File: src/rtl/led_watch_pkg.sv
// led_watch_pkg
// Shared defaults and the record-width helper for the LED change monitor.
// Build option: LED_WATCH_TS_EN -- when defined, each record carries a
// cycle timestamp above the LED pattern; otherwise a record is the LED
// pattern alone.
package led_watch_pkg;

  localparam int                DEF_WIDTH        = 8;
  localparam int                DEF_DEPTH        = 16;
  localparam int                DEF_TS_WIDTH     = 16;
  localparam logic [DEF_WIDTH-1:0] DEF_STOP_PATTERN = 8'b1110_0000;

  // Width of one buffered record. The timestamp width only contributes
  // when the timestamp build option is enabled.
  function automatic int rec_width(input int w, input int tsw);
    int ts_bits;
`ifdef LED_WATCH_TS_EN
    ts_bits = tsw;
`else
    ts_bits = tsw * 0;
`endif
    return w + ts_bits;
  endfunction

endpackage

File: src/rtl/led_watch_fifo.sv
// led_watch_fifo
// Synchronous first-word-fall-through FIFO for led_watch records.
// Ports:
//   clk    in   clock, rising edge
//   reset  in   synchronous active-low reset
//   push   in   write data_in (ignored when full unless popping this edge)
//   pop    in   discard head (ignored when empty)
//   flush  in   empty the FIFO; wins over push and pop
//   data_in  in  DW   record to write
//   data_out out DW   head record, zero when empty
//   count  out  occupancy, $clog2(DEPTH)+1 bits
//   full   out  count == DEPTH
//   empty  out  count == 0
module led_watch_fifo #(
  parameter int DW    = 8,
  parameter int DEPTH = 16
) (
  input  logic                       clk,
  input  logic                       reset,
  input  logic                       push,
  input  logic                       pop,
  input  logic                       flush,
  input  logic [DW-1:0]              data_in,
  output logic [DW-1:0]              data_out,
  output logic [$clog2(DEPTH):0]     count,
  output logic                       full,
  output logic                       empty
);

  localparam int AW = $clog2(DEPTH);
  localparam int CW = AW + 1;

  logic [DW-1:0] mem [DEPTH];
  logic [AW-1:0] wr_ptr;
  logic [AW-1:0] rd_ptr;
  logic          do_push;
  logic          do_pop;

  assign full  = (count == CW'(DEPTH));
  assign empty = (count == '0);

  // A full FIFO still accepts a write when the head leaves in the same edge.
  assign do_pop  = pop && !empty;
  assign do_push = push && (!full || do_pop);

  // Masking the read keeps the head at zero while nothing is buffered.
  assign data_out = empty ? '0 : mem[rd_ptr];

  always_ff @(posedge clk) begin
    if (do_push && !flush && reset) begin
      mem[wr_ptr] <= data_in;
    end
  end

  always_ff @(posedge clk) begin
    if (!reset || flush) begin
      wr_ptr <= '0;
      rd_ptr <= '0;
      count  <= '0;
    end else begin
      if (do_push) wr_ptr <= wr_ptr + AW'(1);
      if (do_pop)  rd_ptr <= rd_ptr + AW'(1);
      if (do_push && !do_pop)      count <= count + CW'(1);
      else if (do_pop && !do_push) count <= count - CW'(1);
    end
  end

endmodule

File: src/rtl/led_watch.sv
// led_watch
// Watches an LED bus and records every change (optionally timestamped) into
// a FIFO drained over a valid/ready stream. Capture halts once the stop
// pattern has been seen, until clear or reset.
// Build option: LED_WATCH_TS_EN -- adds the timestamp counter and widens
// each record to {ts, leds}.
// Ports:
//   clk        in   clock, rising edge
//   reset      in   synchronous active-low reset
//   leds       in   WIDTH   monitored bus
//   clear      in   flush FIFO, clear flags, restart timestamp
//   out_valid  out  FIFO non-empty
//   out_ready  in   consumer accepts head record
//   out_data   out  head record
//   count      out  FIFO occupancy
//   overflow   out  sticky, a record was dropped
//   stopped    out  sticky, stop pattern captured
module led_watch
  import led_watch_pkg::*;
#(
  parameter int               WIDTH        = DEF_WIDTH,
  parameter int               DEPTH        = DEF_DEPTH,
  parameter int               TS_WIDTH     = DEF_TS_WIDTH,
  parameter logic [WIDTH-1:0] STOP_PATTERN = DEF_STOP_PATTERN
) (
  input  logic                                 clk,
  input  logic                                 reset,
  input  logic [WIDTH-1:0]                     leds,
  input  logic                                 clear,
  output logic                                 out_valid,
  input  logic                                 out_ready,
  output logic [rec_width(WIDTH, TS_WIDTH)-1:0] out_data,
  output logic [$clog2(DEPTH):0]               count,
  output logic                                 overflow,
  output logic                                 stopped
);

  localparam int RW = rec_width(WIDTH, TS_WIDTH);

  logic [WIDTH-1:0] prev;
  logic [RW-1:0]    record;
  logic             change;
  logic             pop;
  logic             can_push;
  logic             push;
  logic             fifo_full;
  logic             fifo_empty;

  assign change    = (leds != prev) && !stopped;
  assign out_valid = !fifo_empty;
  assign pop       = out_valid && out_ready;
  assign can_push  = !fifo_full || pop;
  assign push      = change && can_push && !clear;

`ifdef LED_WATCH_TS_EN
  logic [TS_WIDTH-1:0] ts;

  // Free-running cycle stamp; clear restarts it so a re-armed trace begins at 0.
  always_ff @(posedge clk) begin
    if (!reset || clear) ts <= '0;
    else                 ts <= ts + TS_WIDTH'(1);
  end

  assign record = {ts, leds};
`else
  assign record = leds;
`endif

  // prev follows the bus every edge, even while stopped or clearing, so
  // re-arming never reports a stale difference.
  always_ff @(posedge clk) begin
    if (!reset) begin
      prev     <= '0;
      overflow <= 1'b0;
      stopped  <= 1'b0;
    end else begin
      prev <= leds;
      if (clear) begin
        overflow <= 1'b0;
        stopped  <= 1'b0;
      end else if (change) begin
        if (!can_push)             overflow <= 1'b1;
        if (leds == STOP_PATTERN)  stopped  <= 1'b1;
      end
    end
  end

  led_watch_fifo #(
    .DW    (RW),
    .DEPTH (DEPTH)
  ) u_fifo (
    .clk      (clk),
    .reset    (reset),
    .push     (push),
    .pop      (pop),
    .flush    (clear),
    .data_in  (record),
    .data_out (out_data),
    .count    (count),
    .full     (fifo_full),
    .empty    (fifo_empty)
  );

endmodule

File: config.mk
export PLATFORM = sky130hd
export DESIGN_NAME = led_watch
export DESIGN_NICKNAME = d
export VERILOG_FILES = /design/src/rtl/led_watch_pkg.sv /design/src/rtl/led_watch_fifo.sv /design/src/rtl/led_watch.sv
export SDC_FILE = /design/constraint.sdc
export NUM_CORES = 1
export LEC_CHECK = 0
export BUFFER_PORTS_ARGS = -buffer_cell sky130_fd_sc_hd__buf_2
export CAP_MARGIN = 15
export CORE_MARGIN = 5
export CORE_UTILIZATION = 45
export CTS_CLUSTER_SIZE = 20
export DETAILED_ROUTE_END_ITERATION = 10
export SETUP_SLACK_MARGIN = 0.2
export SLEW_MARGIN = 40
export SYNTH_ARGS = -nofsm -noshare
export SYNTH_HDL_FRONTEND = slang
export SYNTH_SLANG_ARGS = --single-unit
File: constraint.sdc
create_clock -name clk -period 4.5 [get_ports clk]
set_input_delay 0.45 -clock clk [delete_from_list [all_inputs] [get_ports clk]]
set_output_delay 0.45 -clock clk [all_outputs]
set_load 0.01 [all_outputs]
# --- Yosys cells after proc, flatten, opt, wreduce, memory -nomap -nowiden ---
# Memory sizes are Yosys's and may differ from the RTL's. A register that Yosys moved wholly into a read port is not among the register bits.
# Cells that the tools add are included.
totals:
  regBits: 23
  ramBits: 128
  input_bits: 12
  output_inout_bits: 16
  word_cells: 48
  mem_count: 1
mem_list:
  columns: ["name", "words", "word_bits", "read_ports", "rd_clocked_by_memory_dff", "wr", "line", "text"]
  rows:
  - ["u_fifo.mem", 16, 8, 1, 1, 1, "led_watch_fifo.sv:33", "logic [DW-1:0] mem [DEPTH];"]
classes:
  n_addsub: 4
  eq_ne: 3
  muxes: 7
  bitwise_logic: 2
  reduce_logical: 25
ops:
  columns: ["op", "n"]
  rows:
  - ["1-bit logical AND", 10]
  - ["5-bit two-way mux", 2]
  - ["4-bit by 1-bit adder with 4-bit output, second input constant", 2]
  - ["8-bit equality test, second input constant", 1]
  - ["4-bit two-way mux", 2]
  - ["8-bit two-way mux", 1]
  - ["8-bit != test", 1]
  - ["1-bit zero test", 7]
  - ["5-bit by 1-bit adder with 5-bit output, second input constant", 1]
  - ["5-bit equality test, second input constant", 1]
  - ["5-bit zero test", 1]
  - ["5-bit by 1-bit subtractor with 5-bit output, second input constant", 1]
  - ["2-bit AND reduction", 2]
  - ["1-bit logical OR", 3]
  - ["1-bit two-way mux", 2]
  - ["1-bit NOT", 2]
  - ["2-bit nonzero test", 1]
  - ["2-bit OR reduction", 1]

# --- Depth between registers and ports, before layout ---
logic_depth:
  depth_word: 11
  mapped_depth: 12
  ltp_nobuf: 11

# --- Hierarchy ---
# A second synthesis with hierarchy kept.
hier_totals:
  cells_unflattened: 359
  hier_area_um2: 6326.1
modules_own_cells:
  columns: ["mod", "n_inst", "cells_each", "area_each_um2", "seq_area_each_um2"]
  rows:
  - ["led_watch_fifo", 1, 318, 5898.2, 4184.0]
  - ["led_watch", 1, 41, 427.9, 200.2]

# --- Worst setup path before layout ---
# No wires, ideal clock.
synth_path:
  path_type: "input to register"
  from: "in leds[6]"
  to: "reg u_fifo.count[4]"
  setup_time_ns: 0.121
  arrival_time_ns: 2.797
  required_time_ns: 4.379
  slack_ns: 1.582
  stages: 12
  path_buffers: 1
  cell_sequence: "xor2_1 -> nor4_2 -> a21oi_2 -> buf_6 -> ha_1 -> inv_1 -> ha_1 -> nor2b_1 -> o21a_1 -> or3_1 -> a21o_1 -> mux2_2"
synth_between:
  elab_chain_cells: 8
  word_cells_on_any_way: 10
  classes_between: "1 x eq/ne; 1 x mux; 8 x reduce/logical"
synth_rtl:
  columns: ["item", "line", "text"]
  rows:
  - ["start: declaration", "led_watch.sv:28", "input logic [WIDTH-1:0] leds,"]
  - ["8-bit != test *", "led_watch.sv:49", "assign change = (leds != prev) && !stopped;"]
  - ["1-bit logical AND *", "led_watch.sv:49", null]
  - ["1-bit logical AND * (2 in a row)", "led_watch.sv:53", "assign push = change && can_push && !clear;"]
  - ["1-bit logical AND *", "led_watch_fifo.sv:44", "assign do_push = push && (!full || do_pop);"]
  - ["1-bit zero test", "led_watch_fifo.sv:64", "else if (do_pop && !do_push) count <= count - CW'(1);"]
  - ["1-bit logical AND", "led_watch_fifo.sv:64", null]
  - ["2-bit nonzero test (no line)", null, null]
  - ["end signal: assignment", "led_watch_fifo.sv:63", "if (do_push && !do_pop) count <= count + CW'(1);"]
  - ["end signal: assignment", "led_watch_fifo.sv:64", null]
  - ["end: declaration", "led_watch_fifo.sv:25", "output logic [$clog2(DEPTH):0] count,"]
# Every way passes the cells marked *; elsewhere a longest branch is shown, timed or not.
# A chain may end at the register's enable or synchronous reset.

# --- Worst setup path after layout ---
layout_path:
  from: "reg u_fifo.count[0]"
  to: "reg u_fifo.count[4]"
layout_between:
  elab_chain_cells: 10
  word_cells_on_any_way: 20
  classes_between: "2 x add/sub; 1 x eq/ne; 2 x mux; 15 x reduce/logical"
layout_rtl:
  columns: ["item", "line", "text"]
  rows:
  - ["5-bit zero test", "led_watch_fifo.sv:40", "assign empty = (count == '0);"]
  - ["1-bit zero test", "led_watch_fifo.sv:43, led_watch.sv:50", null]
  - ["1-bit logical AND", "led_watch.sv:51", "assign pop = out_valid && out_ready;"]
  - ["1-bit logical OR", "led_watch.sv:52", "assign can_push = !fifo_full || pop;"]
  - ["1-bit logical AND (2 in a row)", "led_watch.sv:53", null]
  - ["1-bit logical AND", "led_watch_fifo.sv:44", null]
  - ["1-bit zero test", "led_watch_fifo.sv:64", null]
  - ["1-bit logical AND", "led_watch_fifo.sv:64", null]
  - ["2-bit nonzero test (no line)", null, null]
# Parallel ways exist; a longest one is shown, timed or not. The select of a mux whose other input is x is not followed.

==> out/metrics.csv <==
metric,value,unit
pre-CTS setup slack,1.001,ns
GRT Residual Overflow,0,
TritonCTS clock tree,done,
core area,13720,sq um
setup TNS,0,ns
Residual DRC,0,
Die Area,16250,sq um
Netlist Area Pre-Place,6208,sq um
I/O Buffers,27,
Post-synth ARST share,0,%
post-route setup slack,1.162,ns
starting DRC count in detailed routing,246,
Critical Path End Type,flop,
layout cells sized above 1,28.19,%
clock buffer depth,2,
Setup crit start kind,flop,
final instance area,7228,sq um
Post-synth EDFFs,128,
Post-Synthesis Cells,353,
antenna violations before repair,0,
fin cells,595,
top achievable clock speed,299.6,MHz
CTS Buf Count,17,
path type of the worst min-delay path,input port to flop,
H-Tree Depth,4,
status,finished clean,
relative slew slack,48.97,%
CTS resizes,0,
Avg Vias per Cell,5.464,
I/O pins,28,
Clock Skew,0.006648,ns
Post-DRT Antenna Nets,0,
unrepaired setup endpoints after global routing,no,
placed insts,563,
CP max FO,12,
register area share after synthesis,70.62,%
CTS root buf,clkbuf_16,
Pwr Density,461.9,nW/um^2
nets,425,
placed cell area,6640,sq um
Die H,127.5,um
# hold bufs at CTS,0,
Slew @ Worst Pin,0.7626,ns
Mapped Nets,376,
max-cap violations,0,
crit path DAT,3.65,ns
"Hold Vio Cnt, Final",0,
total track usage,17.09,%
number of setup violations in the final report,0,
post-layout util,52.69,%
synth unique cells,39,
synthesized area per cell,17.59,sq um
yosys warns,0,
starting density of the core,45.25,%
Placer Congestion,0.7841,
Post-CTS Setup Inserts,0,
TritonRoute pass-1 iters,4,
vias in the first global route,3321,
Period minus WS final,3.338,ns
Clock Latency Late Sink,0.42,ns
P_leak,2.402,nW
antenna cells,0,
Worst Path Required,4.81,ns
"Period Utilization, post-route",74.18,%
clk sink count,155,
Main synth FF type,edfxtp_1,
first-pass GRT wire length,19710,um
Fin Hold WS,0.3629,ns
Rows,43,
VDD IR max,261.6,uV
DR vias,3251,
Max Slew Vio Count,0,
hpwl dp,8463,um
area delta synth->final,16.42,%
"Reg clk slew, reported paths",0.06,ns
largest net degree at the start of global routing,24,
"FF+latch count, synth",155,
Die X,127.5,um
Crit Path Class,flop to flop,
drt total wl,12980,um
Avg WL per Cell,21.81,um
"Power, Total",3.338,mW
==> where the power goes <==
part / internal [mW] / leakage, nW / switching, mW
sequential: 1.57 / 1.37 / 0.0217
combinational: 0.136 / 0.742 / 0.191
clock: 0.894 / 0.286 / 0.523
==> final cells by class <==
cell class | instances | area [sq um]
Clock buffer | 23 | 467.9
Clock inverter | 9 | 120.1
Fill cell | 1122 | 6491
Inverter | 9 | 33.78
Multi-Input combinational cell | 174 | 1725
Sequential cell | 155 | 4385
Tap cell | 180 | 225.2
Timing Repair Buffer | 45 | 270.3
==> critical path, stage by stage, from the launching register on <==
cell	delay, ns
dfxtp_1	0.42
nor4_2	0.10
a311o_1	0.40
a21oi_2	0.50
ha_1	0.34
inv_1	0.11
ha_1	0.29
nor2b_1	0.13
o21a_1	0.17
or3_1	0.31
a21o_1	0.19
mux2_2	0.26
==> cell usage after synthesis (3+ instances only) <==
cell	number	area share [%]
a21oi_1	7	0.56
and2_1	9	0.91
buf_1	4	0.24
buf_2	3	0.24
clkbuf_1	5	0.30
dfxtp_1	27	8.7
edfxtp_1	128	62
ha_1	10	2.0
inv_1	9	0.54
mux2i_1	16	2.6
mux4_2	32	12
nand2_1	12	0.73
nand3_1	6	0.48
nand3_2	4	0.64
nor2_1	29	1.8
nor4_2	3	0.60
o21ai_0	3	0.24
o22ai_1	8	0.81
xor2_1	12	1.7
==> flip-flops by register name, indices dropped and copies added (netlist names), named ones only <==
register / flops
u_fifo.wr_ptr: 4
stopped: 1
overflow: 1
u_fifo.rd_ptr: 4
prev: 8
u_fifo.mem: 128
u_fifo.count: 5
==> cell usage in the layout, fill, tap and decap left out, drive strengths merged, types with 9 or more instances in the layout <==
cell	instances
inv	9
nor2	29
xor2	12
and2	9
buf	45
dfxtp	27
edfxtp	128
mux2i	16
nand3	10
mux4	32
nand2	12
ha	10
clkbuf	23
==> cells by family (layout without fill, tap and decap cells) <==
group / count (synthesis) / after routing / share of synthesized area, %
XOR/XNOR: 14 / 14 / 1.975
buffers and inverters: 24 / 86 / 1.753
adder cells (fa/ha/maj): 11 / 11 / 2.338
flip-flops: 155 / 155 / 70.62
AO/OA/AOI/OAI: 27 / 27 / 2.781
multiplexers: 49 / 49 / 14.37
AND/OR/NAND/NOR: 73 / 73 / 6.167
==> per-layer routing <==
| layer | routed length, um | up-vias | GRT usage [%] |
|---|---|---|---|
| met1 | 5771 | 1658 | 24.14 |
| met4 | 294 | 0 | 7.760 |
| met5 | 0 | - | 0 |
| met3 | 753 | 22 | 3.554 |
| li1 | - | 1480 | - |
| met2 | 6156 | 91 | 25.67 |
==> final timing paths <==
check | from | cells past startpoint | slack, ns | end
max | u_fifo.count[0]$_SDFFE_PP0P_ | 11 | 1.16 | u_fifo.count[4]$_SDFFE_PP0P_
min | clear | 3 | 0.36 | u_fifo.count[3]$_SDFFE_PP0P_
max reg2reg | u_fifo.count[0]$_SDFFE_PP0P_ | 11 | 1.16 | u_fifo.count[4]$_SDFFE_PP0P_
min reg2reg | overflow$_SDFFE_PP0P_ | 2 | 0.48 | overflow$_SDFFE_PP0P_
No activity file was read; power rests on OpenSTA's default activity.
